File: src/rtl/regfile_dump_64.sv
// Debug read-out engine: walks the register file through one read port and
// emits a framed byte stream (header, index + data bytes per register, XOR checksum).
module regfile_dump_64 #(
    parameter int unsigned NUM_REGS = 32,
    parameter int unsigned DATA_W   = 64,
    parameter logic [7:0]  HDR_BYTE = 8'hA5
) (
    input  logic              clk,
    input  logic              reset,
    input  logic              start,
    output logic [4:0]        rd_reg,
    input  logic [DATA_W-1:0] rd_data,
    output logic [7:0]        tx_data,
    output logic              tx_valid,
    input  logic              tx_ready,
    output logic              busy,
    output logic              done
);

    localparam int unsigned     BYTES    = DATA_W / 8;
    localparam int unsigned     CNT_W    = (BYTES > 1) ? $clog2(BYTES) : 1;
    localparam logic [CNT_W-1:0] CNT_LAST = CNT_W'(BYTES - 1);
    localparam logic [4:0]      IDX_LAST = 5'(NUM_REGS - 1);

    typedef enum logic [2:0] {
        S_IDLE,
        S_HDR,
        S_IDX,
        S_DATA,
        S_CSUM,
        S_DONE
    } state_t;

    state_t            state_q, state_d;
    logic [4:0]        idx_q, idx_d;
    logic [CNT_W-1:0]  cnt_q, cnt_d;
    logic [7:0]        csum_q, csum_d;
    logic [DATA_W-1:0] snap_q, snap_d;
    logic [4:0]        rd_reg_q, rd_reg_d;

    assign rd_reg = rd_reg_q;

    always_ff @(posedge clk) begin
        if (!reset) begin
            state_q  <= S_IDLE;
            idx_q    <= '0;
            cnt_q    <= '0;
            csum_q   <= '0;
            snap_q   <= '0;
            rd_reg_q <= '0;
        end else begin
            state_q  <= state_d;
            idx_q    <= idx_d;
            cnt_q    <= cnt_d;
            csum_q   <= csum_d;
            snap_q   <= snap_d;
            rd_reg_q <= rd_reg_d;
        end
    end

    always_comb begin
        state_d  = state_q;
        idx_d    = idx_q;
        cnt_d    = cnt_q;
        csum_d   = csum_q;
        snap_d   = snap_q;
        tx_data  = '0;
        tx_valid = 1'b0;
        busy     = 1'b0;
        done     = 1'b0;

        case (state_q)
            S_IDLE: begin
                if (start) begin
                    state_d = S_HDR;
                    idx_d   = '0;
                    csum_d  = '0;
                end
            end
            S_HDR: begin
                tx_valid = 1'b1;
                busy     = 1'b1;
                tx_data  = HDR_BYTE;
                if (tx_ready) state_d = S_IDX;
            end
            S_IDX: begin
                tx_valid = 1'b1;
                busy     = 1'b1;
                tx_data  = {3'b000, idx_q};
                if (tx_ready) begin
                    // Register value is frozen here; later writes do not reach the stream.
                    snap_d  = rd_data;
                    csum_d  = csum_q ^ tx_data;
                    cnt_d   = '0;
                    state_d = S_DATA;
                end
            end
            S_DATA: begin
                tx_valid = 1'b1;
                busy     = 1'b1;
                tx_data  = snap_q[7:0];
                if (tx_ready) begin
                    csum_d = csum_q ^ tx_data;
                    snap_d = snap_q >> 8;
                    if (cnt_q == CNT_LAST) begin
                        if (idx_q == IDX_LAST) begin
                            state_d = S_CSUM;
                        end else begin
                            idx_d   = idx_q + 5'd1;
                            state_d = S_IDX;
                        end
                    end else begin
                        cnt_d = cnt_q + 1'b1;
                    end
                end
            end
            S_CSUM: begin
                tx_valid = 1'b1;
                busy     = 1'b1;
                tx_data  = csum_q;
                if (tx_ready) state_d = S_DONE;
            end
            S_DONE: begin
                done    = 1'b1;
                state_d = S_IDLE;
            end
            default: state_d = S_IDLE;
        endcase

        // Registered read index tracks the index the next IDX state will present.
        rd_reg_d = (state_d == S_IDX) ? idx_d : '0;
    end

endmodule

File: config.mk
export PLATFORM = sky130hd
export DESIGN_NAME = regfile_dump_64
export DESIGN_NICKNAME = d
export VERILOG_FILES = /design/src/rtl/regfile_dump_64.sv
export SDC_FILE = /design/constraint.sdc
export NUM_CORES = 1
export LEC_CHECK = 0
export BUFFER_PORTS_ARGS = -buffer_cell sky130_fd_sc_hd__buf_2
export CORE_ASPECT_RATIO = 1.25
export CORE_MARGIN = 1
export CORE_UTILIZATION = 30
export CTS_CLUSTER_DIAMETER = 200
export DETAILED_ROUTE_END_ITERATION = 16
export HOLD_SLACK_MARGIN = 0.15
export PLACE_DENSITY = 0.48
export RECOVER_POWER = 50
export SYNTH_ARGS = -nofsm -noshare
export SYNTH_HDL_FRONTEND = slang
export SYNTH_SLANG_ARGS = --single-unit
export TNS_END_PERCENT = 10
File: constraint.sdc
create_clock -name clk -period 1.9 [get_ports clk]
set_clock_uncertainty 0.1 [all_clocks]
set_input_delay 0.38 -clock clk [delete_from_list [all_inputs] [get_ports clk]]
set_output_delay 0.38 -clock clk [all_outputs]
set_load 0.01 [all_outputs]
; ---- After elaboration in Yosys (flattened, before gate mapping)
; Cells that the tools add are included.
[op_classes]
eq_ne = 12
addsub = 2
bitwise_logic = 2
n_reduce_logical = 8
mux = 27
[op_table]
columns = operator, count
row1 = two-way mux 64 bit, 2
row2 = case mux 64 bit (2 select lines), 1
row3 = case mux 8 bit (4 select lines), 1
row4 = two-way mux 3 bit, 10
row5 = two-way mux 8 bit, 3
row6 = case mux 8 bit (3 select lines), 1
row7 = two-way mux 5 bit, 4
row8 = case mux 3 bit (5 select lines), 1
row9 = case mux 5 bit (2 select lines), 1
row10 = "equality test 3 x 2 -> 1 bit, second input constant", 3
row11 = "equality test 3 bit, second input constant", 3
row12 = "!= test 2 bit, second input constant", 4
row13 = AND reduction 4 bit, 2
row14 = XOR 8 x 5 -> 8 bit, 1
row15 = XOR 8 bit, 1
row16 = case mux 3 bit (2 select lines), 1
row17 = "adder 5 x 1 -> 5 bit, second input constant", 1
row18 = "equality test 5 bit, second input constant", 1
row19 = OR reduction 4 bit, 1
row20 = "adder 3 x 1 -> 3 bit, second input constant", 1
row21 = "equality test 3 x 1 -> 1 bit, second input constant", 1
row22 = logical NOT 3 bit, 1
row23 = AND reduction 3 bit, 1
row24 = nonzero test 3 bit, 1
row25 = other kinds (3), 4
[word_totals]
regBits = 88
elab_cells = 57
output_inout_bits = 16
inputBits = 68

; ---- Logic depth before layout (Yosys ltp)
[logic_depth]
ltp_word = 7
depth_mapped = 7
mapped_depth_nobuf = 6

; ---- Worst setup path after synthesis
; No wires, ideal clock.
[synth_timing]
path_type = register to output
start = register state_q[0]
end = output tx_data[5]
arrival_ns = 1.355
slack_ns = 0.065
t_required_ns = 1.420
path_stages_with_launch = 5
path_cell_list = dfxtp_1 -> buf_4 -> buf_2 -> nor3_1 -> a22o_1
[synth_between]
elab_chain_cells = 2
word_cells_on_any_way = 5
cone_classes = 4 x eq/ne / 1 x mux
[synth_rtl]
columns = item, line
row1 = "start, declared", 34  ; state_t state_q, state_d;
row2 = "start signal, assigned", 52  ; state_q <= state_d;
row3 = equality test 3 bit (tied with other cells), 72  ; case (state_q)
row4 = case mux 8 bit (4 select lines) *, 72
row5 = "end, declared", 13  ; output logic [7:0] tx_data,
; Mark *: on every way between the ends. The rest lies on a longest branch, timed or not.

; ---- Worst setup path in the final report
[layout_timing]
start = register state_q[0]
end = output tx_data[0]
; Same word-level chain as after synthesis.

==> results.json <==
{
  "largest_fanout_on_the_critical_path": 6,
  "slew_headroom": 0.778,
  "crit_path_from": "state_q[0]",
  "dp_hpwl_mm": 7.91,
  "nNetsFinal": 676,
  "syn2layout_area_growth_pct": 30.6,
  "die_height_um": 131,
  "placement_rows": 46,
  "netlist_instances": 515,
  "antenna_found_initial": 0,
  "hp-class": "input port to register",
  "num_vias": 3883,
  "first_iter_violations": 172,
  "endpoint": "tx_data[0]",
  "cp_data_arrival_time_ps": 1470,
  "preCtsSetupSlack_ps": -17.1,
  "die-area_um2": 13900,
  "syn-cell-area_um2": 4020,
  "clk_pin_slew_worst_paths_ps": 60,
  "asyncSetResetFlopFracSynth": 0,
  "maximum_number_of_pins_on_one_net_before_global_route_repair": 59,
  "critical_path.reg2reg.startpoint": "state_q[1]",
  "clock_path_buffers": 2,
  "postLayoutCoreUtil": 0.407,
  "grt.overflow.total": 0,
  "clock_tree.htree_level_count": 3,
  "maxCapViolCount": 0,
  "grt_first_pass_wirelength_mm": 18.6,
  "via_count_of_the_first_global_routing_pass": 3886,
  "violations": "negative setup slack",
  "timing_hold_violations_final": 0,
  "ys.warnings.count": 0,
  "cts-buffers-inserted": 9,
  "filler_cell_count": 1400,
  "clkLatencyLatePin_ps": 340,
  "setup_viol": 6,
  "holdWs_ps": 206,
  "dp_cells": 750,
  "place.port_buffers": 83,
  "run_status": "finished with violations",
  "largest_registers": "snap_q: 64 flops, csum_q: 8 flops",
  "route.final.wire_length_mm": 11.2,
  "yosysSeqAreaShare": 0.438,
  "critPathRequiredTime_ps": 1420,
  "ioPinCount": 84,
  "net-switching-power_mw": 1.04,
  "max-vdd-ir-drop_v": 0.000321,
  "tritoncts": "done",
  "synth_cell_type_count": 40,
  "dr.pass1.iters": 5,
  "regMostFlops": "snap_q",
  "crit_path_max_incr_delay_ps": 370,
  "switching_share": 0.247,
  "cp-start-kind": "register",
  "clock-sinks": 88,
  "crit_path_end_kind": "output port",
  "start_util": 0.312,
  "syn_avg_cell_area_um2": 7.80,
  "setup.worst_path.class": "register to output port",
  "internal_power_mw": 3.17,
  "cpMaxStageDelayCell": "dfxtp_4",
  "die_x_extent_um": 106,
  "worst-r2r-cell-count": 7,
  "stdcell_count": 778,
  "layout_min_cycle_time_ps": 1950,
  "largest_register_ff_count": 64,
  "timing.critical_path.cells": "buf_6 > nor2b_4 > a21oi_1 > o22ai_4 > buf_2",
  "power.sequential.fraction": 0.464,
  "worst_r2r_endpoint": "snap_q[47]",
  "cts_hold_buffers": 0,
  "syn-num-nets": 586,
  "synth_edf_count": 0,
  "drive_gt1_frac": 0.264,
  "r2r_setup_slack_ps": 60,
  "drv_slew": 0,
  "track_usage": 0.167,
  "placer_congestion_estimate": 0.826,
  "area_inside_the_core_boundary_um2": 12900,
  "timing.final.ws_setup_ps": -51.9,
  "grt_setup_unrepaired": "yes",
  "power.static_leakage_nw": 1.96,
  "tightest_slew_ps": 331,
  "clkPwrFrac": 0.411,
  "fin_crit_sh": 1.03,
  "combPwrFrac": 0.125,
  "cts.root.buffer_cell": "clkbuf_16",
  "synthFlopType": "dfxtp_1",
  "avgRoutedWirePerCell_um": 14.5,
  "power.density_cell_area_nw_per_um2": 804,
  "post-route-drc-count": 0,
  "drtAntennaViolNets": 0,
  "post_drt_via_cell_ratio": 4.99,
  "antenna_cells": 0,
  "yosys_register_bits": 88,
  "fmax_mhz": 512
}
==> stage by stage <==
step | power, mW | TNS (ps) | instance area (µm²)
after floorplan | 2.28 | 0 | 4020
after global placement | 2.47 | 0 | 4760
after detailed placement | 2.48 | -17.1 | 4760
after CTS | 4.25 | -177 | 5150
after global routing | 4.41 | -1430 | 5250
final | 4.22 | -105 | 5250
==> Yosys cell counts, drive strengths merged, types with 3 or more instances <==
library cell,n,area share
nand2,141,0.13
dfxtp,88,0.44
nor2,71,0.066
a311oi,56,0.12
clkbuf,28,0.026
a21oi,24,0.030
buf,18,0.025
nand3b,10,0.019
o21ai,9,0.011
mux2i,7,0.017
nor2b,7,0.011
nor3,7,0.010
nand3,6,0.0075
or3,6,0.0093
inv,5,0.0047
a211oi,4,0.0075
xnor2,4,0.0087
ha,3,0.0093
==> critical path: cells and delay by family, from the launching register on <==
kind                   cells  cell delay [ps]
AND/OR/NAND/NOR            1              130
AO/OA/AOI/OAI              2              350
flip-flops                 1              370
buffers and inverters      2              280
==> area by class of cell <==
| cell class | instances | area, µm² | share of cell area |
|---|---|---|---|
| multi-input combinational | 376 | 2160 | 0.411 |
| clock buffer | 12 | 236 | 0.0451 |
| timing repair buffer | 125 | 805 | 0.153 |
| inverter | 5 | 18.8 | 0.00358 |
| sequential | 88 | 1770 | 0.338 |
| clock inverter | 4 | 45.0 | 0.00859 |
| tap | 168 | 210 | 0.0401 |
==> cells by family after synthesis <==
| family | count (synthesis) | synth area share |
|---|---|---|
| XOR/XNOR | 4 | 0.00872 |
| AO/OA/AOI/OAI | 100 | 0.187 |
| adder cells (fa/ha/maj) | 3 | 0.00934 |
| flip-flops | 88 | 0.438 |
| AND/OR/NAND/NOR | 261 | 0.280 |
| buffers and inverters | 51 | 0.0557 |
| multiplexers | 8 | 0.0212 |
==> layout by cell type (no fill, tap or decap), types with 2 or more instances in the layout <==
master / netlist / final
nand2_1: 141 / 141
dfxtp_1: 88 / 84
buf_2: 14 / 78
nor2_1: 71 / 69
a311oi_1: 56 / 53
buf_4: 2 / 26
a21oi_1: 24 / 23
nand3b_1: 10 / 10
clkbuf_16: 0 / 9
clkbuf_1: 28 / 9
nor2b_1: 7 / 6
nand3_1: 6 / 6
or3_1: 6 / 6
nor3_1: 6 / 5
o21ai_0: 9 / 5
buf_12: 0 / 5
mux2i_1: 7 / 4
a211oi_1: 4 / 4
o21ai_1: 0 / 3
inv_1: 4 / 3
xnor2_1: 4 / 3
a311oi_2: 0 / 3
clkinv_2: 0 / 3
clkbuf_4: 0 / 3
buf_6: 1 / 3
dfxtp_4: 0 / 3
mux2i_4: 0 / 2
inv_2: 1 / 2
nor3_2: 1 / 2
a22o_1: 2 / 2
nor2_4: 0 / 2
nand4_1: 2 / 2
clkbuf_2: 0 / 2
buf_8: 0 / 2
==> routing by layer <==
layer / up-vias / track usage / part of all wire
met2: 91 / 0.283 / 0.49
met4: 0 / 0.0687 / 0.011
met3: 8 / 0.0317 / 0.045
met1: 1810 / 0.208 / 0.45
li1: 1974 / - / -
met5: - / 0 / 0
==> worst min path at each step <==
stage	cells past startpoint	slack [ps]	endpoint	start
2_1_floorplan	2	330	snap_q[56]	snap_q[56]
3_3_place_gp	2	340	snap_q[58]	snap_q[58]
3_5_place_dp	2	350	snap_q[63]	snap_q[63]
4_1_cts	3	190	snap_q[41]	rd_data[41]
5_1_grt	3	200	snap_q[3]	rd_data[3]
6_report	3	210	snap_q[3]	rd_data[3]
==> timing repair <==
item / CTS / global route
setup endpoints to repair: 12 / 17
endpoints found under the hold margin: 0 / 0
setup buffers: 5 / 7
pin swaps: 1 / 3
resized for setup: 22 / 17
==> power groups by stage <==
stage	clock network, mW	registers (mW)	logic, mW
final	1.73	1.96	0.526
after global routing	1.86	1.96	0.586
after CTS	1.79	1.96	0.508
after detailed placement	0	2.00	0.479
after global placement	0	2.00	0.478
after floorplan	0	1.98	0.299
No activity file was read; power rests on OpenSTA's default activity.
